<file path="src/rtl/router_port_drain.sv">
// Drains one router output port (header, payload, parity) and re-emits
// the header/payload as a valid/ready byte stream with per-packet status.
module router_port_drain #(
  parameter int PORT_ID      = 0,
  parameter bit PASS_HDR     = 1'b1,
  parameter int ABORT_CYCLES = 32
) (
  input  logic       clock,
  input  logic       resetn,
  input  logic       vld_out,
  input  logic [7:0] data_in,
  output logic       read_enb,
  output logic       m_valid,
  output logic [7:0] m_data,
  output logic       m_last,
  input  logic       m_ready,
  output logic       sts_valid,
  output logic [5:0] sts_len,
  output logic       sts_parity_err,
  output logic       sts_addr_err,
  output logic       sts_abort
);

  localparam logic [1:0] PID = 2'(PORT_ID);
  localparam logic [7:0] AB_LAST = 8'(ABORT_CYCLES - 1);

  typedef enum logic [2:0] {
    IDLE, HDR, PLD, PAR, DRAIN
  } state_t;

  state_t state, state_nxt;

  logic       rd_pend;
  logic [6:0] rd_rem;
  logic [5:0] len;
  logic [5:0] pld_cnt;
  logic [7:0] par_acc;
  logic       par_err;
  logic       addr_err;
  logic [7:0] ab_cnt;

  logic [1:0] cnt;
  logic [7:0] b0_d, b1_d;
  logic       b0_l, b1_l;

  logic       active;
  logic       waiting;
  logic       issue_ok;
  logic       slot_ok;
  logic       timeout;
  logic       cap;
  logic       pld_last;
  logic       push;
  logic       push_l;
  logic       pop;
  logic       done;
  logic [5:0] hdr_len;

  assign hdr_len  = data_in[7:2];
  assign cap      = rd_pend;
  assign active   = state inside {HDR, PLD, PAR};
  assign pld_last = (pld_cnt == len - 6'd1);

  // HDR always has bytes still owed; elsewhere only unissued reads count
  assign waiting = (state == HDR) || (rd_rem != 7'd0);
  assign timeout = active && waiting && !vld_out
                && (ab_cnt == AB_LAST);

  assign issue_ok = (state == IDLE)
                 || (active && rd_rem != 7'd0);
  assign slot_ok  = ({1'b0, cnt} + {2'b0, rd_pend}) < 3'd2;
  assign read_enb = resetn && vld_out && issue_ok && slot_ok;

  assign push = cap && !timeout
             && ((state == HDR && PASS_HDR) || state == PLD);
  assign push_l = (state == HDR) ? (hdr_len == 6'd0) : pld_last;
  assign pop  = m_valid && m_ready;
  assign done = (state == DRAIN) && (cnt == 2'd0);

  assign m_valid = (cnt != 2'd0);
  assign m_data  = b0_d;
  assign m_last  = m_valid && b0_l;

  always_ff @(posedge clock or negedge resetn) begin
    if (!resetn) state <= IDLE;
    else         state <= state_nxt;
  end

  always_comb begin
    state_nxt = state;
    unique case (state)
      IDLE:  if (read_enb) state_nxt = HDR;
      HDR:   if (cap) state_nxt = (hdr_len == 6'd0) ? PAR : PLD;
      PLD:   if (cap && pld_last) state_nxt = PAR;
      PAR:   if (cap) state_nxt = DRAIN;
      DRAIN: if (cnt == 2'd0) state_nxt = IDLE;
      default: state_nxt = IDLE;
    endcase
    if (timeout) state_nxt = IDLE;
  end

  always_ff @(posedge clock or negedge resetn) begin
    if (!resetn) begin
      rd_pend  <= 1'b0;
      rd_rem   <= '0;
      len      <= '0;
      pld_cnt  <= '0;
      par_acc  <= '0;
      par_err  <= 1'b0;
      addr_err <= 1'b0;
      ab_cnt   <= '0;
    end else begin
      rd_pend <= read_enb && !timeout;
      if (state == IDLE && read_enb) begin
        rd_rem   <= '0;
        len      <= '0;
        pld_cnt  <= '0;
        par_acc  <= '0;
        par_err  <= 1'b0;
        addr_err <= 1'b0;
      end else if (state == HDR && cap) begin
        rd_rem   <= {1'b0, hdr_len} + 7'd1;
        len      <= hdr_len;
        addr_err <= (data_in[1:0] != PID);
        par_acc  <= data_in;
      end else begin
        if (read_enb) rd_rem <= rd_rem - 7'd1;
        if (state == PLD && cap) begin
          par_acc <= par_acc ^ data_in;
          pld_cnt <= pld_cnt + 6'd1;
        end
        if (state == PAR && cap)
          par_err <= (data_in != par_acc);
      end
      if (active && waiting && !vld_out && !timeout)
        ab_cnt <= ab_cnt + 8'd1;
      else
        ab_cnt <= '0;
    end
  end

  // two-entry skid buffer, b0 is the head
  always_ff @(posedge clock or negedge resetn) begin
    if (!resetn) begin
      cnt  <= '0;
      b0_d <= '0;
      b1_d <= '0;
      b0_l <= 1'b0;
      b1_l <= 1'b0;
    end else if (timeout) begin
      cnt <= '0;
    end else begin
      case ({push, pop})
        2'b10: begin
          if (cnt == 2'd0) begin
            b0_d <= data_in;
            b0_l <= push_l;
          end else begin
            b1_d <= data_in;
            b1_l <= push_l;
          end
          cnt <= cnt + 2'd1;
        end
        2'b01: begin
          b0_d <= b1_d;
          b0_l <= b1_l;
          cnt  <= cnt - 2'd1;
        end
        2'b11: begin
          if (cnt == 2'd1) begin
            b0_d <= data_in;
            b0_l <= push_l;
          end else begin
            b0_d <= b1_d;
            b0_l <= b1_l;
            b1_d <= data_in;
            b1_l <= push_l;
          end
        end
        default: ;
      endcase
    end
  end

  always_ff @(posedge clock or negedge resetn) begin
    if (!resetn) begin
      sts_valid      <= 1'b0;
      sts_len        <= '0;
      sts_parity_err <= 1'b0;
      sts_addr_err   <= 1'b0;
      sts_abort      <= 1'b0;
    end else begin
      sts_valid <= 1'b0;
      if (done || timeout) begin
        sts_valid      <= 1'b1;
        sts_len        <= len;
        sts_parity_err <= par_err;
        sts_addr_err   <= addr_err;
        sts_abort      <= timeout;
      end
    end
  end

endmodule
</file>
<file path="config.mk">
export PLATFORM = sky130hd
export DESIGN_NAME = router_port_drain
export DESIGN_NICKNAME = d
export VERILOG_FILES = /design/src/rtl/router_port_drain.sv
export SDC_FILE = /design/constraint.sdc
export NUM_CORES = 1
export LEC_CHECK = 0
export BUFFER_PORTS_ARGS = -buffer_cell sky130_fd_sc_hd__buf_2
export CAP_MARGIN = 10
export CORE_ASPECT_RATIO = 0.5
export CORE_MARGIN = 2
export CORE_UTILIZATION = 64
export CTS_BUF_LIST = sky130_fd_sc_hd__clkbuf_16
export DETAILED_ROUTE_END_ITERATION = 10
export PLACE_DENSITY = 0.89
export REMOVE_ABC_BUFFERS = 1
export SYNTH_ARGS = -nofsm -noshare
export SYNTH_HDL_FRONTEND = slang
export SYNTH_SLANG_ARGS = --single-unit
</file>
<file path="constraint.sdc">
create_clock -name clock -period 3.5 [get_ports clock]
set_input_delay 0.175 -clock clock [delete_from_list [all_inputs] [get_ports clock]]
set_output_delay 0.175 -clock clock [all_outputs]
set_load 0.01 [all_outputs]
</file>
==> flow_summary_export.csv, run 1 <==
group,metric,value,unit
clock_tree,cts-htree-levels,3,
die,core-area,5590,um^2
worst_hold_path,worstHoldPathType,"in -> async",
timing,drv_slew,0,
logic_synthesis,synth_warnings,0,
placed_design,place_congestion,0.903,
placed_design,dp.cells,483,
logic_synthesis,synthAdderAreaFrac,2.65,%
clock_tree,clk_pin_slew,0.05,ns
clock_tree,cts_resized,0,
critical_path,critPathKind,"reg -> reg",
logic_synthesis,synth.avg_cell_area,9.65,um^2
global_route,overflow,0,
drt,routed_via_density,6.11,
logic_synthesis,synth_cells,392,
global_route,grt_first_pass_wirelength,15000,um
logic_synthesis,synth_top_cell_by_area,"dfrtp_1",
final_layout,syn_to_final_growth,13.0,%
drt,route.met3.wl,508,um
clock_tree,cts_max_path_buffers,2,
placed_design,dp_hpwl,6160,um
global_route,grt_max_degree,72,
status,status,"complete, no violations",
critical_path,path_max_fanout,12,
critical_path,crit_arrival,3.00,ns
drt,wirelength,8900,um
power_and_ir_drop,p_leak,1.99,nW
logic_synthesis,synthTopCellsByArea,"dfrtp_1, xor2_1, a21oi_1",
critical_path,cp-end-kind,"register",
logic_synthesis,synth_edf_count,0,
final_layout,final_cells,499,
logic_synthesis,yosys.area_share.simple,18.9,%
final_layout,fin_util,76.5,%
drt,first_iter_violations,183,
drt,wl_met2,4410,um
timing,hold_viol,0,
global_route,track_usage,30.4,%
global_route,grt_pass1_vias,3073,
drt,drc,0,
timing,slew_headroom,40.2,%
clock_tree,root_buffer,"clkbuf_16",
critical_path,startpoint_type,"register",
clock_tree,clock-sinks,71,
logic_synthesis,seq_area_frac_synth,47.0,%
drt,m1WireLength,3820,um
logic_synthesis,muxShareOfSynthArea,6.72,%
die,fp.dieH,58.4,um
die,io_pins,33,
logic_synthesis,synthXorXnorAreaFrac,9.03,%
drt,dr.pass1.iters,5,
timing,finalCritPeriodShare,79.3,%
drt,routedWlPerCell,17.8,um
logic_synthesis,synth.top_cell.area_share,47.0,%
power_and_ir_drop,max-vdd-ir-drop,0.000566,V
timing,fmax,0.360,GHz
power_and_ir_drop,power_density,849,nW/um^2
drt,vias,3047,
die,dieArea,6580,um^2
critical_path,rrSetupSlack,0.72,ns
drt,highest_layer,"met4",
critical_path,rr_worst_depth,6,
final_layout,antennaDiodeCount,0,
clock_tree,cts_tree,"yes",
clock_tree,postCtsSetupRepairBufs,0,
logic_synthesis,synthFlopType,"dfrtp_1",
die,dieWidth,113,um
global_route,antenna_found_initial,0,
clock_tree,numCtsBuffers,9,
logic_synthesis,synth.distinct_cells,48,
timing,grt_setup_unrepaired,"false",
clock_tree,ctsHoldBuffers,0,
timing,setup-violations-final,0,
timing,skew,0.00667,ns
critical_path,required,3.72,ns
timing,worst_slew_pin_slew,0.897,ns
logic_synthesis,synth_area,3780,um^2
die,num_rows,19,
logic_synthesis,synth-compound-area-share,12.2,%
final_layout,fillers,369,
job,cap_violations,0,
logic_synthesis,ys_ff_latch,71,
placed_design,io_buffer_count,32,
critical_path,r2r-start,"state[0]$_DFFE_PN0P_",
timing,period_needed,2.78,ns
timing,finalSetupTns,0,ns
final_layout,drive_gt1_share,17.6,%
drt,antenna_left,0,
clock_tree,worstSkewPairLatency,0.34,ns
critical_path,reg2reg_to,"b0_l$_DFFE_PN0P_",
logic_synthesis,synth_top_family_by_area,"simple AND/OR/NAND/NOR gates",
final_layout,layout.nets,441,
logic_synthesis,async_flop_share,100,%
die,initial_utilization,67.7,%
[cell usage in the layout (no fill, tap or decap), types with 4 or more instances in the layout]
cell type	count
inv_1	14
buf_4	6
nand2_1	42
nor3_1	9
o21ai_0	24
nor3b_1	7
mux2i_1	10
nor2_1	37
xnor2_1	10
nand3_1	5
a21oi_1	33
nand2b_1	8
nand4_1	6
dfrtp_1	71
ha_1	8
xor2_1	29
clkbuf_16	9
buf_2	32
o31ai_1	4
mux2_2	11
[worst max-delay path by stage]
stage / startpoint / to / slack, ns
after detailed placement: state[0]$_DFFE_PN0P_ / b0_l$_DFFE_PN0P_ / 0.78
final: state[0]$_DFFE_PN0P_ / b0_l$_DFFE_PN0P_ / 0.72
after floorplan: state[0]$_DFFE_PN0P_ / b0_l$_DFFE_PN0P_ / 1.04
after global placement: state[0]$_DFFE_PN0P_ / b0_l$_DFFE_PN0P_ / 0.90
after global routing: state[0]$_DFFE_PN0P_ / b0_l$_DFFE_PN0P_ / 0.61
after CTS: state[0]$_DFFE_PN0P_ / b0_l$_DFFE_PN0P_ / 0.77
[kinds of logic after synthesis]
logic type / after synthesis
adder cells (fa/ha/maj): 8
XOR/XNOR: 39
buffers and inverters: 33
AND/OR/NAND/NOR: 140
AO/OA/AOI/OAI: 78
flip-flops: 71
multiplexers: 23
[critical path, cell delays in order, from the launching register on]
cell and delay [ns]:
dfrtp_1 0.56, nor2_1 0.16, or3_1 0.39, a211oi_4 0.42, o21ba_1 0.54, mux2_4 0.34
mux2_4 0.25
[stage by stage]
| stage | hold WS, ns | worst slack (ns) | total power [W] | cell area (um^2) |
|---|---|---|---|---|
| floorplan | -0.121 | 1.04 | 0.00230 | 3700 |
| global placement | 0.457 | 0.903 | 0.00260 | 4000 |
| detailed placement | 0.466 | 0.781 | 0.00272 | 4000 |
| CTS | 0.155 | 0.770 | 0.00362 | 4280 |
| global route | 0.166 | 0.610 | 0.00388 | 4280 |
| finish | 0.144 | 0.725 | 0.00363 | 4280 |
[report_power, final]
group	switching [W]	leakage, nW	total (W)	internal (W)
Sequential	0.000311	0.898	0.00145	0.00114
Combinational	0.000730	0.951	0.00131	0.000580
Clock	0.000332	0.143	0.000870	0.000538
[routing by layer]
layer	vias up	global-route usage, %
met5	-	0
met4	0	11.0
met3	18	10.5
met2	97	51.9
met1	1521	36.8
li1	1411	-
[area by class of cell]
type / count / area (um^2) / share of cell area, %
multi-input cells: 288 / 1870 / 43.8
flip-flops and latches: 71 / 1780 / 41.6
clock buffers: 9 / 225 / 5.27
repair buffers: 38 / 205 / 4.80
well taps: 73 / 91.3 / 2.14
clock inverters: 7 / 55.1 / 1.29
inverters: 13 / 48.8 / 1.14
[synthesized netlist by cell type, types with 3 or more instances]
cell type,number
inv_1,13
nand3_1,5
nor2b_1,3
xnor2_1,10
buf_2,3
nand4_1,6
o21ai_0,24
nor3_1,9
xor2_1,29
nor2_1,38
clkbuf_1,16
a21oi_1,33
nand3b_1,3
or3_1,3
dfrtp_1,71
nand2_1,42
nand2b_1,8
mux2_2,11
ha_1,8
nor4_1,3
nor3b_1,7
o31ai_1,4
mux2i_1,10
[flip-flops by register name, indices dropped and copies added (netlist names), 3 cells and up]
register	cells
m_data	8
rd_rem	7
sts_len	6
ab_cnt	8
pld_cnt	6
par_acc	8
state	3
len	6
b1_d	8
No activity file was read; power rests on OpenSTA's default activity.
==> inputs of run 2 (changes only) <==
- CORE_UTILIZATION: 64 -> 60
- PLACE_DENSITY: 0.89 -> 0.84
- clock period: 3.5 -> 2.6 ns (I/O delays scaled with it)
==> run 2 against run 1 <==
  * Sequential share of layout area down 0.42 points
  * Count of clock-buffer cells in the layout did not move
  * Power up 34%
  * Non-clock buffer count up 4
  * Maximum frequency increased by 16%
  * Cell count grew 3.6%
  * Die area is 6.3% higher
  * Clock skew up 0.0033 ns
==> flow_summary_export.csv, run 2 (synthesized netlist as in run 1, its figures left out) <==
group,metric,value,unit
status,status,"complete, no violations",
drt,routed_via_density,5.73,
critical_path,crit_arrival,2.61,ns
timing,finalSetupTns,0,ns
clock_tree,clk_pin_slew,0.06,ns
die,dieArea,6990,um^2
clock_tree,cts_max_path_buffers,2,
final_layout,layout.nets,445,
timing,worst_slew_pin_slew,0.886,ns
timing,setup-violations-final,0,
critical_path,rr_worst_depth,5,
drt,wirelength,8190,um
timing,fmax,0.419,GHz
global_route,grt_max_degree,72,
worst_hold_path,worstHoldPathType,"in -> reg",
timing,hold_viol,0,
drt,routedWlPerCell,15.8,um
critical_path,critPathKind,"reg -> reg",
critical_path,startpoint_type,"register",
timing,finalCritPeriodShare,91.7,%
die,num_rows,20,
final_layout,antennaDiodeCount,0,
timing,period_needed,2.39,ns
final_layout,fin_util,71.0,%
critical_path,path_max_fanout,11,
drt,first_iter_violations,236,
drt,dr.pass1.iters,4,
global_route,overflow,0,
clock_tree,postCtsSetupRepairBufs,0,
timing,grt_setup_unrepaired,"false",
worst_hold_path,hold_depth,3,
job,cap_violations,0,
clock_tree,numCtsBuffers,9,
placed_design,place_congestion,0.844,
final_layout,fillers,438,
critical_path,cp-end-kind,"register",
clock_tree,cts_tree,"yes",
power_and_ir_drop,p_leak,2.01,nW
drt,drc,0,
placed_design,dp_hpwl,5760,um
critical_path,rrSetupSlack,0.21,ns
die,initial_utilization,62.2,%
critical_path,reg2reg_to,"b1_d[4]$_DFFE_PN0P_",
clock_tree,worstSkewPairLatency,0.34,ns
clock_tree,root_buffer,"clkbuf_16",
global_route,antenna_found_initial,0,
clock_tree,ctsHoldBuffers,0,
drt,vias,2960,
final_layout,final_cell_mix,"dfrtp_1, nand2_1, nor2_1",
die,io_pins,33,
global_route,track_usage,26.4,%
final_layout,syn_to_final_growth,14.2,%
worst_hold_path,whs_endpoint,"par_acc[1]$_DFFE_PN0P_",
timing,skew,0.0100,ns
critical_path,required,2.82,ns
timing,slew_headroom,40.9,%
clock_tree,clock-sinks,71,
final_layout,final_common_cell,"dfrtp_1",
die,dieWidth,116,um
timing,drv_slew,0,
clock_tree,cts_resized,0,
global_route,grt_first_pass_wirelength,13700,um
drt,antenna_left,0,
power_and_ir_drop,max-vdd-ir-drop,0.000512,V
power_and_ir_drop,finalPower,0.00486,W
die,core-area,6080,um^2
die,fp.dieH,60.1,um
critical_path,r2r-start,"state[1]$_DFFE_PN0P_",
clock_tree,cts-htree-levels,3,
global_route,grt_pass1_vias,2866,
worst_hold_path,hold_path_startpoint,"data_in[1]",
final_layout,drive_gt1_share,18.4,%
placed_design,io_buffer_count,32,
power_and_ir_drop,power_density,1120,nW/um^2
run 2: power by group:
part	internal, W	switching (W)	total (W)
Combinational	0.000802	0.000973	0.00178
Clock	0.000724	0.000447	0.00117
Sequential	0.00153	0.000377	0.00191
run 2: worst max path at each step:
stage / cells past startpoint / from / to / slack (ns)
CTS: 5 / state[1]$_DFFE_PN0P_ / b1_d[4]$_DFFE_PN0P_ / 0.24
global placement: 4 / state[2]$_DFFE_PN0P_ / b1_d[0]$_DFFE_PN0P_ / 0.38
floorplan: 6 / state[0]$_DFFE_PN0P_ / b0_l$_DFFE_PN0P_ / 0.14
finish: 5 / state[1]$_DFFE_PN0P_ / b1_d[4]$_DFFE_PN0P_ / 0.21
detailed placement: 5 / state[1]$_DFFE_PN0P_ / b1_d[6]$_DFFE_PN0P_ / 0.26
global route: 7 / state[1]$_DFFE_PN0P_ / m_data[0]$_DFFE_PN0P_ / 0.1
run 2: cell type report:
cell class	instances	area [um^2]	area share (%)
clock buffer	9	225	5.21
clock inverter	6	52.6	1.22
inverter	13	48.8	1.13
multi-input combinational	288	1870	43.3
sequential	71	1780	41.1
tap	88	110	2.55
timing repair buffer	42	235	5.45
run 2: metal layers:
metal | global-route usage, % | vias to the layer above | routed length [um]
met5 | 0 | - | 0
li1 | - | 1415 | -
met4 | 10.9 | 0 | 203
met3 | 8.32 | 20 | 436
met1 | 32.7 | 1445 | 3670
met2 | 43.6 | 80 | 3880
run 2: per-stage QoR:
stage | hold WS [ns] | area (um^2) | instances | setup slack (ns)
2_1_floorplan | -0.166 | 3700 | 372 | 0.138
3_3_place_gp | 0.446 | 4040 | 502 | 0.378
3_5_place_dp | 0.458 | 4040 | 502 | 0.259
4_1_cts | 0.0981 | 4320 | 517 | 0.237
5_1_grt | 0.129 | 4320 | 517 | 0.0985
6_report | 0.102 | 4320 | 517 | 0.215
run 2: worst max-delay path: stages, from the launching register on:
cell      delay [ns]
dfrtp_1         0.49
nor2_1          0.14
or3_1           0.39
a211oi_4        0.42
nand3b_1        0.44
mux2_2          0.39
==> inputs of run 3 (changes only) <==
- RECOVER_POWER: unset -> 100
==> run 3 against run 2 <==
  * The run now ends with capacitance limit, slew limit left
  * Cell count is the same
  * Sequential share of layout area is 0.45 points higher
  * Sequential power is essentially flat
  * First-iteration DRC count grew 8.5%
  * Largest power group unchanged
==> flow_summary_export.csv, run 3 (synthesized netlist as in run 1, its figures left out) <==
group,metric,value,unit
drt,drc,0,
die,fp.dieH,60.1,um
drt,routed_via_density,5.72,
power_and_ir_drop,clockPowerShare,24.4,%
clock_tree,cts_max_path_buffers,2,
timing,fmax,0.421,GHz
critical_path,rr_worst_depth,5,
critical_path,startpoint_type,"register",
critical_path,path_max_fanout,11,
timing,slew_headroom,-13.5,%
power_and_ir_drop,max-vdd-ir-drop,0.000515,V
clock_tree,worstSkewPairLatency,0.34,ns
clock_tree,root_buffer,"clkbuf_16",
timing,period_needed,2.37,ns
critical_path,cp-end-kind,"register",
clock_tree,cts_tree,"yes",
die,num_rows,20,
worst_hold_path,whs_endpoint,"par_acc[1]$_DFFE_PN0P_",
global_route,grt_pass1_vias,2866,
worst_hold_path,hold_depth,3,
final_layout,drive_gt1_share,12.4,%
power_and_ir_drop,intPower,0.00301,W
final_layout,final_cell_mix,"dfrtp_1, nand2_1, nor2_1",
job,cap_violations,1,
global_route,track_usage,26.4,%
status,status,"complete, but fails checks",
clock_tree,cts_resized,0,
critical_path,r2r-start,"state[1]$_DFFE_PN0P_",
die,core-area,6080,um^2
final_layout,antennaDiodeCount,0,
power_and_ir_drop,power_density,1130,nW/um^2
timing,setup-violations-final,0,
die,io_pins,33,
die,initial_utilization,62.2,%
status,violations,"capacitance limit, slew limit",
final_layout,final_common_cell,"dfrtp_1",
clock_tree,cts-htree-levels,3,
drt,routedWlPerCell,15.7,um
placed_design,placed_cell_area,4040,um^2
critical_path,reg2reg_to,"b1_d[4]$_DFFE_PN0P_",
timing,hold_viol,0,
placed_design,io_buffer_count,32,
clock_tree,ctsHoldBuffers,0,
clock_tree,numCtsBuffers,9,
power_and_ir_drop,p_leak,1.93,nW
final_layout,syn_to_final_growth,13.0,%
power_and_ir_drop,switching_share,37.4,%
clock_tree,clock-sinks,71,
power_and_ir_drop,switching_power,0.00180,W
timing,worst_slew_pin_slew,1.70,ns
global_route,grt_max_degree,72,
global_route,antenna_found_initial,0,
timing,skew,0.00949,ns
drt,dr.pass1.iters,4,
die,dieWidth,116,um
final_layout,fin_util,70.3,%
critical_path,crit_path_start,"state[1]$_DFFE_PN0P_",
drt,antenna_left,0,
critical_path,crit_arrival,2.60,ns
power_and_ir_drop,power_frac_comb,35.8,%
final_layout,layout.nets,445,
global_route,grt_first_pass_wirelength,13700,um
drt,first_iter_violations,256,
final_layout,final_cells,517,
placed_design,place_congestion,0.844,
timing,grt_setup_unrepaired,"false",
worst_hold_path,worstHoldPathType,"in -> reg",
timing,finalCritPeriodShare,91.3,%
placed_design,dp_hpwl,5760,um
power_and_ir_drop,sequentialPowerShare,39.8,%
die,dieArea,6990,um^2
timing,finalSetupTns,0,ns
drt,wirelength,8130,um
global_route,overflow,0,
final_layout,design_area,4270,um^2
timing,drv_slew,72,
timing,hold_ws,0.101,ns
critical_path,required,2.82,ns
clock_tree,clk_pin_slew,0.06,ns
clock_tree,postCtsSetupRepairBufs,0,
critical_path,rrSetupSlack,0.23,ns
drt,vias,2958,
placed_design,dp.cells,502,
critical_path,critPathKind,"reg -> reg",
worst_hold_path,hold_path_startpoint,"data_in[1]",
run 3: cell types whose count changed in the layout (fill, tap and decap cells not counted), sizes merged:
cell / before / now
buf: 42 / 17
clkbuf: 9 / 34
run 3: layout make-up:
type	instances	area (um^2)
Timing Repair Buffer	42	198
Fill cell	443	1810
Inverter	13	48.8
Clock inverter	6	52.6
Multi-Input combinational cell	288	1860
Clock buffer	9	225
Sequential cell	71	1780
Tap cell	88	110
run 3: power by group through the flow:
stage / sequential [W] / clock [W] / combinational, W
6_report: 0.00191 / 0.00117 / 0.00172
5_1_grt: 0.00197 / 0.00123 / 0.00195
4_1_cts: 0.00190 / 0.00119 / 0.00177
3_5_place_dp: 0.00192 / 0 / 0.00176
3_3_place_gp: 0.00188 / 0 / 0.00166
2_1_floorplan: 0.00191 / 0 / 0.00119
run 3: per-layer routing:
layer	global-route usage [%]	routed length [um]	vias to the layer above
li1	-	-	1416
met1	32.7	3640	1458
met2	43.6	3870	64
met3	8.32	426	20
met4	10.9	196	0
met5	0	0	-
run 3: critical path, cell delays in order, from the launching register on:
cell      delay (ns)
dfrtp_1         0.49
nor2_1          0.14
or3_1           0.39
a211oi_4        0.42
nand3b_1        0.43
mux2_2          0.39
run 3: how the worst max path moves through the flow:
stage / end / slack, ns / cells after the start
floorplan: b0_l$_DFFE_PN0P_ / 0.14 / 6
global placement: b1_d[0]$_DFFE_PN0P_ / 0.38 / 4
detailed placement: b1_d[6]$_DFFE_PN0P_ / 0.26 / 5
CTS: b1_d[4]$_DFFE_PN0P_ / 0.24 / 5
global route: b1_d[4]$_DFFE_PN0P_ / 0.10 / 5
finish: b1_d[4]$_DFFE_PN0P_ / 0.23 / 5
run 3: through the flow:
step,total power [W],setup WS [ns]
global placement,0.00354,0.378
global route,0.00515,0.101
finish,0.00481,0.225
floorplan,0.00309,0.138
detailed placement,0.00367,0.259
CTS,0.00487,0.237
